### src/rtl/ecp5_lfps_pkg.sv
// Purpose: shared LFPS types, default timing constants and the burst classifier.
// Latency: n/a (types, constants and a pure function only).
// Backpressure: n/a.
// Contents: lfps_class_e (burst class), tx_state_e (TX FSM encoding),
//           LFPS_* default timing in 250 MHz clocks, lfps_classify().
package ecp5_lfps_pkg;

  typedef enum logic [1:0] {
    LFPS_NONE = 2'd0,
    LFPS_PING = 2'd1,
    LFPS_POLL = 2'd2,
    LFPS_LONG = 2'd3
  } lfps_class_e;

  typedef enum logic [1:0] {
    TX_IDLE  = 2'd0,
    TX_BURST = 2'd1,
    TX_GAP   = 2'd2
  } tx_state_e;

  localparam int LFPS_HALF_PERIOD   = 4;    // 16 ns -> 32 ns tPeriod
  localparam int LFPS_RX_PERIOD_MAX = 25;   // 100 ns without an edge ends a burst
  localparam int LFPS_PING_MAX      = 50;   // 200 ns
  localparam int LFPS_POLL_MIN      = 150;  // 600 ns
  localparam int LFPS_POLL_MAX      = 350;  // 1.4 us

  // Lengths between PING_MAX and POLL_MIN fall in no class and report NONE.
  function automatic lfps_class_e lfps_classify(input logic [15:0] len,
                                                input int ping_max,
                                                input int poll_min,
                                                input int poll_max);
    int l;
    l = int'(len);
    if (l <= ping_max)                     return LFPS_PING;
    else if (l >= poll_min && l <= poll_max) return LFPS_POLL;
    else if (l > poll_max)                 return LFPS_LONG;
    else                                   return LFPS_NONE;
  endfunction

endpackage

### src/rtl/ecp5_lfps_rx_ch.sv
// Purpose: one-channel LFPS receive detector with optional burst length/class measurement.
// Latency: 3-flop sync + 1 clock to rx_det; rx_burst_done 1 clock after the idle timeout.
// Backpressure: none; rx_burst_done is a single-cycle pulse, len/class hold until next burst.
// Ports: clk_250mhz, phy_reset (async, active-high), rxd_ldr (async input),
//        rx_det, rx_burst_done, rx_burst_len[15:0], rx_class[1:0].
// Build option: ECP5_LFPS_RX_CLASSIFY_EN enables length measurement and classification;
//               without it rx_burst_len/rx_class are tied to 0.
module ecp5_lfps_rx_ch
  import ecp5_lfps_pkg::*;
#(
  parameter int RX_PERIOD_MAX = LFPS_RX_PERIOD_MAX,
  parameter int PING_MAX      = LFPS_PING_MAX,
  parameter int POLL_MIN      = LFPS_POLL_MIN,
  parameter int POLL_MAX      = LFPS_POLL_MAX
) (
  input  logic        clk_250mhz,
  input  logic        phy_reset,
  input  logic        rxd_ldr,
  output logic        rx_det,
  output logic        rx_burst_done,
  output logic [15:0] rx_burst_len,
  output logic [1:0]  rx_class
);

  // Overlapping thresholds would make the class of a burst ambiguous.
  if (PING_MAX >= POLL_MIN || POLL_MIN > POLL_MAX) begin : g_bad_thresholds
    $error("ecp5_lfps_rx_ch: Ping/Polling thresholds overlap");
  end

  // sync[0] is the metastability catcher; edges are judged on sync[1]/sync[2].
  logic [2:0]  sync;
  logic [15:0] per_cnt;
  logic        edge_det;
  logic        timeout;
  logic        burst_end;

  assign edge_det  = sync[1] & ~sync[2];
  assign timeout   = per_cnt > 16'(RX_PERIOD_MAX);
  // An edge in the timeout cycle keeps the burst alive.
  assign burst_end = rx_det & timeout & ~edge_det;

  always_ff @(posedge clk_250mhz or posedge phy_reset) begin
    if (phy_reset) begin
      sync          <= 3'b000;
      per_cnt       <= 16'd0;
      rx_det        <= 1'b0;
      rx_burst_done <= 1'b0;
    end else begin
      sync          <= {sync[1:0], rxd_ldr};
      per_cnt       <= (edge_det || timeout) ? 16'd0 : per_cnt + 16'd1;
      if (edge_det)
        rx_det <= 1'b1;
      else if (timeout)
        rx_det <= 1'b0;
      rx_burst_done <= burst_end;
    end
  end

`ifdef ECP5_LFPS_RX_CLASSIFY_EN
  // len_cnt holds clocks elapsed since the first edge of the burst (0 at that edge),
  // last_edge snapshots it at each edge, so the reported length is first-to-last edge.
  logic [15:0] len_cnt;
  logic [15:0] last_edge;
  logic [15:0] len_q;
  lfps_class_e cls_q;

  always_ff @(posedge clk_250mhz or posedge phy_reset) begin
    if (phy_reset) begin
      len_cnt   <= 16'd0;
      last_edge <= 16'd0;
      len_q     <= 16'd0;
      cls_q     <= LFPS_NONE;
    end else begin
      if (edge_det && !rx_det)
        len_cnt <= 16'd1;
      else if (rx_det)
        len_cnt <= (len_cnt == 16'hFFFF) ? 16'hFFFF : len_cnt + 16'd1;
      else
        len_cnt <= 16'd0;

      if (edge_det)
        last_edge <= rx_det ? len_cnt : 16'd0;

      if (burst_end) begin
        len_q <= last_edge;
        cls_q <= lfps_classify(last_edge, PING_MAX, POLL_MIN, POLL_MAX);
      end
    end
  end

  assign rx_burst_len = len_q;
  assign rx_class     = cls_q;
`else
  assign rx_burst_len = 16'd0;
  assign rx_class     = 2'd0;
`endif

endmodule

### src/rtl/ecp5_lfps.sv
// Purpose: ECP5 LFPS burst generator and detector, NUM_CH independent channels.
// Latency: TX burst starts 1 clock after tx_req; RX see ecp5_lfps_rx_ch.
// Backpressure: none; a started burst and its gap always run to completion.
// Ports: clk_250mhz, phy_reset (async, active-high); tx_req/tx_busy/txd_ldr/txd_ldr_en
//        per channel, shared tx_burst_len/tx_repeat/tx_count; rxd_ldr/rx_det/
//        rx_burst_done per channel, rx_burst_len (16b/ch), rx_class (2b/ch).
// Build option: ECP5_LFPS_RX_CLASSIFY_EN (burst length and class reporting).
module ecp5_lfps
  import ecp5_lfps_pkg::*;
#(
  parameter int NUM_CH        = 1,
  parameter int HALF_PERIOD   = LFPS_HALF_PERIOD,
  parameter int RX_PERIOD_MAX = LFPS_RX_PERIOD_MAX,
  parameter int PING_MAX      = LFPS_PING_MAX,
  parameter int POLL_MIN      = LFPS_POLL_MIN,
  parameter int POLL_MAX      = LFPS_POLL_MAX
) (
  input  logic                 clk_250mhz,
  input  logic                 phy_reset,
  input  logic [NUM_CH-1:0]    tx_req,
  input  logic [15:0]          tx_burst_len,
  input  logic [15:0]          tx_repeat,
  input  logic [7:0]           tx_count,
  output logic [NUM_CH-1:0]    tx_busy,
  output logic [NUM_CH-1:0]    txd_ldr,
  output logic [NUM_CH-1:0]    txd_ldr_en,
  input  logic [NUM_CH-1:0]    rxd_ldr,
  output logic [NUM_CH-1:0]    rx_det,
  output logic [NUM_CH-1:0]    rx_burst_done,
  output logic [16*NUM_CH-1:0] rx_burst_len,
  output logic [2*NUM_CH-1:0]  rx_class
);

  localparam logic [1:0] ST_IDLE  = TX_IDLE;
  localparam logic [1:0] ST_BURST = TX_BURST;
  localparam logic [1:0] ST_GAP   = TX_GAP;

  for (genvar g = 0; g < NUM_CH; g++) begin : g_ch
    logic [1:0]  state;
    logic [15:0] len_q;   // burst length, latched at train start
    logic [15:0] gap_q;   // gap length, at least 1
    logic [7:0]  cnt_q;   // bursts per train, 0 = continuous
    logic [7:0]  sent;    // bursts completed in this train
    logic [15:0] tcnt;    // cycles spent in current BURST/GAP
    logic [15:0] hcnt;    // cycles spent in current txd_ldr half-period
    logic        ldr;
    logic        burst_last;
    logic        gap_last;

    assign burst_last = (tcnt == len_q - 16'd1);
    assign gap_last   = (tcnt == gap_q - 16'd1);

    always_ff @(posedge clk_250mhz or posedge phy_reset) begin
      if (phy_reset) begin
        state <= ST_IDLE;
        len_q <= 16'd0;
        gap_q <= 16'd0;
        cnt_q <= 8'd0;
        sent  <= 8'd0;
        tcnt  <= 16'd0;
        hcnt  <= 16'd0;
        ldr   <= 1'b0;
      end else begin
        case (state)
          ST_IDLE: begin
            if (tx_req[g] && tx_burst_len != 16'd0) begin
              state <= ST_BURST;
              len_q <= tx_burst_len;
              gap_q <= (tx_repeat > tx_burst_len) ? tx_repeat - tx_burst_len : 16'd1;
              cnt_q <= tx_count;
              sent  <= 8'd0;
              tcnt  <= 16'd0;
              hcnt  <= 16'd0;
              ldr   <= 1'b0;
            end
          end
          ST_BURST: begin
            if (hcnt == 16'(HALF_PERIOD - 1)) begin
              hcnt <= 16'd0;
              ldr  <= ~ldr;
            end else begin
              hcnt <= hcnt + 16'd1;
            end
            if (burst_last) begin
              state <= ST_GAP;
              tcnt  <= 16'd0;
              sent  <= sent + 8'd1;
            end else begin
              tcnt <= tcnt + 16'd1;
            end
          end
          ST_GAP: begin
            if (gap_last) begin
              tcnt <= 16'd0;
              // A dropped tx_req ends the train here, as does reaching the count.
              if (tx_req[g] && (cnt_q == 8'd0 || sent != cnt_q)) begin
                state <= ST_BURST;
                hcnt  <= 16'd0;
                ldr   <= 1'b0;
              end else begin
                state <= ST_IDLE;
              end
            end else begin
              tcnt <= tcnt + 16'd1;
            end
          end
          default: state <= ST_IDLE;
        endcase
      end
    end

    assign tx_busy[g]    = (state != ST_IDLE);
    assign txd_ldr_en[g] = (state == ST_BURST);
    assign txd_ldr[g]    = ldr & (state == ST_BURST);

    ecp5_lfps_rx_ch #(
      .RX_PERIOD_MAX (RX_PERIOD_MAX),
      .PING_MAX      (PING_MAX),
      .POLL_MIN      (POLL_MIN),
      .POLL_MAX      (POLL_MAX)
    ) u_rx (
      .clk_250mhz    (clk_250mhz),
      .phy_reset     (phy_reset),
      .rxd_ldr       (rxd_ldr[g]),
      .rx_det        (rx_det[g]),
      .rx_burst_done (rx_burst_done[g]),
      .rx_burst_len  (rx_burst_len[16*g +: 16]),
      .rx_class      (rx_class[2*g +: 2])
    );
  end

endmodule

### config.mk
export PLATFORM = sky130hd
export DESIGN_NAME = ecp5_lfps
export DESIGN_NICKNAME = d
export VERILOG_FILES = /design/src/rtl/ecp5_lfps_pkg.sv /design/src/rtl/ecp5_lfps_rx_ch.sv /design/src/rtl/ecp5_lfps.sv
export SDC_FILE = /design/constraint.sdc
export NUM_CORES = 1
export LEC_CHECK = 0
export BUFFER_PORTS_ARGS = -buffer_cell sky130_fd_sc_hd__buf_2
export CAP_MARGIN = 20
export CORE_MARGIN = 4
export CORE_UTILIZATION = 65
export CTS_CLUSTER_DIAMETER = 50
export CTS_CLUSTER_SIZE = 8
export DETAILED_ROUTE_END_ITERATION = 12
export PLACE_DENSITY = 0.86
export SLEW_MARGIN = 20
export SYNTH_ARGS = -nofsm -noshare
export SYNTH_HDL_FRONTEND = slang
export SYNTH_HIERARCHICAL = 1
export SYNTH_SLANG_ARGS = --single-unit
### constraint.sdc
create_clock -name clk_250mhz -period 9.26 [get_ports clk_250mhz]
set_clock_uncertainty 0.05 [all_clocks]
set_input_delay 1.852 -clock clk_250mhz [delete_from_list [all_inputs] [get_ports clk_250mhz]]
set_output_delay 1.852 -clock clk_250mhz [all_outputs]
set_load 0.02 [all_outputs]
==> qor.yml, run 1 <==
whs_path_depth: 0
grt_pass1_vias: 5250
post_drt_wl_per_cell_um: 16.2
worstSetupPathType: "in -> reg"
postPlaceCellArea_mm2: 0.00699
finalCritPeriodShare: 0.439
syn_to_final_growth_pct: 6.70
ant_nets: 0
relSlewSlack: 0.469
diodes: 0
holdPathEnd: "g_ch[0].u_rx/sync[1]$_DFF_PP0_"
max_freq_mhz: 246
htree_num_levels: 3
power_density_mw_per_mm2: 245
p_total_w: 0.00176
min_path_type: "reg -> reg"
die_area_mm2: 0.0120
peakVddDrop_v: 0.000220
synth_area_mm2: 0.00673
outcome: "completed"
fin_area_mm2: 0.00718
clkLatencyLatePin_ns: 0.39
busiest_layer: "met2"
postCtsSetupBuffers: 0
rsz0062_at_grt: "false"
setup_viol: 0
ioPinCount: 67
die_h_um: 110
endpoint_kind: "flip-flop"
switching_share: 0.435
r2r_end: "g_ch[0].tcnt[0]$_DFFE_PP0P_"
worstPathCellList: "buf_2 > inv_1 > ha_1 > nor2b_1 > o21a_1 > o21ai_0 > a21oi_1 > a221o_1 > a21o_1 > a21oi_1 > xnor2_1 > a22o_1"
r2r_start: "g_ch[0].len_q[0]$_DFFE_PP0P_"
async_flop_share: 1.00
clk_pin_slew_ns: 0.10
maxSlewViolCount: 0
synth_ff_type: "dfrtp_1"
pwr-share-comb: 0.448
worstPathArrival_ns: 4.30
chipWidth_um: 110
track_usage: 0.260
final_common_cell: "dfrtp_1"
place_congestion: 0.880
finalCriticalPeriod_ns: 4.07
yosysSeqAreaShare: 0.387
cts_hold_buf: 0
hold_violations: 0
ys_seq_elements: 104
met3_usage: 0.0640
setup_ws_ns: 5.19
utilization: 0.724
critPathMostFrequentCell: "a21oi_1"
worstHoldStart: "g_ch[0].u_rx/sync[0]$_DFF_PP0_"
slowest_delay_ns: 0.43
dp_slack_ns: 4.85
grt_pass1_wl_um: 24500
drv_cap: 0
cts_root_buf: "clkbuf_8"
tritoncts: "built"
ys.warnings.count: 6
route.detailed.drc: 0
r2r_cells: 11
r2r_slack_ns: 5.49
place.port_buffers: 48
start_util: 0.679
avgSynthCellArea_um2: 9.13
row_count: 36
cp_slowest_cell: "a221o_1"
finalSetupTns_ns: 0
use_met2: 0.429
cp_top_family: "compound AO/OA/AOI/OAI gates"
synthCells: 737
required_ns: 9.49
overflow: 0
worst_pin_slew_ns: 0.789
p_int_w: 0.000995
cts-buffers-inserted: 9
final_cell_mix: "104 x dfrtp_1, 59 x o21ai_0, 55 x nand2_1"
cts.sinks: 104
p_leak_nw: 3.34
switchingPower_w: 0.000766
grt_max_degree: 84
vias: 5507
via_per_inst: 6.01
synth_cell_type_count: 71
core_mm2: 0.00991
crit_path_start_kind: "input port"
cts_resized: 0
dr.pass1.iters: 5
cp_max_fo: 3
antenna_found_initial: 0
drt_iter0_markers: 404
p_clk_frac: 0.153
cts_buffer_depth: 2
nNetsFinal: 851
wl_um: 14800
synth-edff-count: 0
path_buf_inv: 2
drive_gt1_frac: 0.125
pwr-share-seq: 0.399
n_fill_cell: 744
dpl.hpwl_um: 11200
use_met1: 0.340
-- worst reg2reg max path: cells and delay by family, from the launching register on --
kind	cells	cell delay [ns]
adders and majority gates	1	0.20
AOI/OAI and AO/OA	2	0.38
and+or+nand+nor	6	2.18
muxes	1	0.31
buffers and inverters	1	0.08
DFF	1	0.45
-- cell families (layout without fill, tap and decap cells) --
family	after synthesis	count (layout)	synth area share
AO/OA/AOI/OAI	174	174	0.172
XOR/XNOR	66	66	0.0860
adder cells (fa/ha/maj)	29	29	0.0551
buffers and inverters	90	108	0.0633
flip-flops	104	104	0.387
multiplexers	16	16	0.0262
other	1	29	0.000558
AND/OR/NAND/NOR	257	257	0.210
-- cells in the mapped netlist (13+ instances only) --
master	number	share of area
nor2b_1	17	0.016
nor2_1	33	0.018
and3_1	16	0.015
mux2_2	13	0.022
buf_4	19	0.021
a21oi_1	27	0.020
o21ai_0	59	0.044
clkbuf_1	22	0.012
nand3_1	23	0.017
or3_1	13	0.012
a22o_1	20	0.026
ha_1	28	0.052
nand2b_1	17	0.016
xnor2_1	35	0.046
dfrtp_1	104	0.39
nor3_1	21	0.016
nor4_1	17	0.016
inv_1	41	0.023
nand2_1	55	0.031
xor2_1	31	0.040
-- per-stage QoR --
step	std cells	hold slack, ns
floorplan	765	0.281
global placement	900	0.286
detailed placement	900	0.292
CTS	916	0.311
global route	916	0.323
finish	916	0.307
-- worst max-delay path by stage --
stage	startpoint	endpoint	slack [ns]	depth (start not counted)
floorplan	tx_repeat[0]	g_ch[0].gap_q[0]$_DFFE_PP0P_	4.97	14
global placement	tx_burst_len[0]	g_ch[0].gap_q[3]$_DFFE_PP0P_	4.95	14
detailed placement	tx_burst_len[1]	g_ch[0].gap_q[13]$_DFFE_PP0P_	4.85	12
CTS	tx_burst_len[1]	g_ch[0].gap_q[13]$_DFFE_PP0P_	5.27	12
global route	tx_burst_len[0]	g_ch[0].gap_q[12]$_DFFE_PP0P_	5.12	13
finish	tx_burst_len[1]	g_ch[0].gap_q[13]$_DFFE_PP0P_	5.19	12
-- sequential cells by signal, indices dropped and copies added, names as in the netlist --
signal	cells
g_ch.sent	8
g_ch.cnt_q	8
g_ch.hcnt	16
g_ch.gap_q	16
g_ch.tcnt	16
g_ch.u_rx/rx_burst_done	1
g_ch.ldr	1
g_ch.u_rx/rx_det	1
g_ch.u_rx/sync	3
g_ch.state	2
g_ch.u_rx/per_cnt	16
g_ch.len_q	16
-- power groups by stage --
stage | combinational [W] | sequential, W | clock [W]
after global placement | 0.000737 | 0.000695 | 0
after CTS | 0.000783 | 0.000698 | 0.000275
after global routing | 0.000879 | 0.000717 | 0.000293
final | 0.000789 | 0.000702 | 0.000270
after floorplan | 0.000666 | 0.000650 | 0
after detailed placement | 0.000775 | 0.000707 | 0
-- per-layer routing --
layer	routed length [um]	vias to the layer above
li1	-	2656
met1	6390	2633
met2	7210	192
met3	885	26
met4	359	0
met5	0	-
-- cell type report --
| cell class | instances | area [um2] | area share |
|---|---|---|---|
| clock buffers | 9 | 124 | 0.0173 |
| inverters | 41 | 155 | 0.0216 |
| flip-flops and latches | 104 | 2600 | 0.363 |
| clock inverters | 7 | 58.8 | 0.00820 |
| repair buffers | 51 | 267 | 0.0371 |
| multi-input cells | 571 | 3800 | 0.530 |
| well taps | 133 | 166 | 0.0232 |
No activity file was read; power rests on OpenSTA's default activity.
==> run 2, diff against run 1 <==
Settings changed: CORE_UTILIZATION 65 to 60, PLACE_DENSITY 0.86 to 0.8.
Clock period 9.26 ns to 3.9 ns, I/O delays scaled along.
==> run 2 against run 1 <==
  * Clock-buffer cell count is 4 higher
  * Final area about the same
  * Hold slack gained 0.018 ns
  * Utilization is 6.6 points lower
  * Sequential power grew 140%
  * Critical path depth fell by 1
  * Register-to-register slack got worse by 5.2 ns
==> qor.yml, run 2 (synthesis gave the netlist of run 1 again) <==
cp_slowest_cell: "or4b_1"
post_drt_wl_per_cell_um: 16.3  # +0.36%
relSlewSlack: 0.498  # +0.0288
cts.sinks: 104  # unchanged
hold_violations: 0  # unchanged
drive_gt1_frac: 0.121  # -0.00383
crit_path_start_kind: "flip-flop"
route.detailed.drc: 0  # unchanged
finalSetupTns_ns: 0  # unchanged
cts_hold_buf: 0  # unchanged
via_per_inst: 5.93  # -1.4%
htree_num_levels: 3  # unchanged
max_freq_mhz: 280
row_count: 38  # +5.6%
whs_path_depth: 0  # unchanged
final_common_cell: "dfrtp_1"
drt_iter0_markers: 337  # -17%
p_leak_nw: 3.33  # -0.13%
setup_viol: 0  # unchanged
r2r_cells: 11  # unchanged
wl_um: 15000  # +1.1%
ant_nets: 0  # unchanged
power_density_mw_per_mm2: 574  # +130%
syn_to_final_growth_pct: 6.62  # about the same
diodes: 0  # unchanged
endpoint_kind: "flip-flop"
track_usage: 0.238  # -0.0215
core_mm2: 0.0109  # +9.9%
antenna_found_initial: 0  # unchanged
rsz0062_at_grt: "false"
finalCriticalPeriod_ns: 3.58
dpl.hpwl_um: 11500  # +2.3%
grt_pass1_wl_um: 24900  # +1.6%
peakVddDrop_v: 0.000491  # +120%
finalCritPeriodShare: 0.917
outcome: "completed"
ioPinCount: 67  # unchanged
path_buf_inv: 1  # -1
drv_cap: 0  # unchanged
overflow: 0  # unchanged
cts_root_buf: "clkbuf_8"
nNetsFinal: 852  # +0.12%
final_cell_mix: "104 x dfrtp_1, 59 x o21ai_0, 55 x nand2_1"
dr.pass1.iters: 6  # +1
cts_buffer_depth: 2  # unchanged
clkLatencyLatePin_ns: 0.38  # about the same
cp_top_family: "simple AND/OR/NAND/NOR gates"
grt_max_degree: 58  # -31%
p_total_w: 0.00411  # +130%
place_congestion: 0.893  # +1.4%
clk_pin_slew_ns: 0.09  # about the same
vias: 5472  # -0.64%
die_area_mm2: 0.0130  # +7.7%
utilization: 0.659  # -0.0655
maxSlewViolCount: 0  # unchanged
place.port_buffers: 48  # unchanged
cts-buffers-inserted: 9  # unchanged
cp_max_fo: 12  # +9
grt_pass1_vias: 5359  # +2.1%
postCtsSetupBuffers: 0  # unchanged
required_ns: 4.11  # -5.38 ns
chipWidth_um: 114  # +3.8%
min_path_type: "reg -> reg"
start_util: 0.618  # -0.0610
worst_pin_slew_ns: 0.752  # -0.0367 ns
cts_resized: 0  # unchanged
worstPathArrival_ns: 3.78  # -0.52 ns
die_h_um: 114  # +3.8%
worstPathCellList: "inv_1 > ha_1 > or4b_1 > or3_1 > a2bb2oi_1 > nand4_1 > or3b_1 > o211ai_1 > and2_1 > nor2_1 > mux2_2"
slowest_delay_ns: 0.59  # +0.16 ns
worstSetupPathType: "reg -> reg"
cp.depth: 11  # -1
tritoncts: "built"
[run 2: per-stage QoR]
step / hold slack [ns] / cell area (um2) / worst slack (ns) / cells
6_report: 0.325 / 7170 / 0.323 / 923
5_1_grt: 0.332 / 7170 / 0.0176 / 923
4_1_cts: 0.330 / 7170 / 0.335 / 923
3_5_place_dp: 0.301 / 7010 / 0.339 / 908
3_3_place_gp: 0.294 / 7010 / 0.491 / 908
2_1_floorplan: 0.281 / 6830 / 0.687 / 765
[run 2: metal layers]
metal	wire, um	part of all wire	GRT usage	up-vias
met5	0	0	0	-
li1	-	-	-	2658
met1	6650	0.44	0.309	2649
met2	7290	0.49	0.397	135
met4	412	0.027	0.105	0
met3	664	0.044	0.0371	30
[run 2: final timing paths]
path / from / end / slack [ns]
hold / removal: g_ch[0].u_rx/sync[0]$_DFF_PP0_ / g_ch[0].u_rx/sync[1]$_DFF_PP0_ / 0.32
min in group asynchronous: phy_reset / g_ch[0].hcnt[7]$_DFFE_PP0P_ / 0.46
hold reg to reg: g_ch[0].u_rx/sync[0]$_DFF_PP0_ / g_ch[0].u_rx/sync[1]$_DFF_PP0_ / 0.32
max in group asynchronous: phy_reset / g_ch[0].sent[0]$_DFFE_PP0P_ / 2.57
setup / recovery: g_ch[0].len_q[0]$_DFFE_PP0P_ / g_ch[0].tcnt[0]$_DFFE_PP0P_ / 0.32
setup reg to reg: g_ch[0].len_q[0]$_DFFE_PP0P_ / g_ch[0].tcnt[0]$_DFFE_PP0P_ / 0.32
[run 2: area by class of cell]
type / count / area [um2]
timing repair buffer: 52 / 270
clock inverter: 2 / 16.3
tap: 140 / 175
clock buffer: 13 / 149
sequential: 104 / 2600
fill: 899 / 3720
inverter: 41 / 155
multi-input combinational: 571 / 3800
[run 2: power breakdown]
part,leakage [nW],switching (W),internal (W)
Sequential,1.35,0.000337,0.00132
Clock,0.0797,0.000356,0.000249
Combinational,1.90,0.00105,0.000799
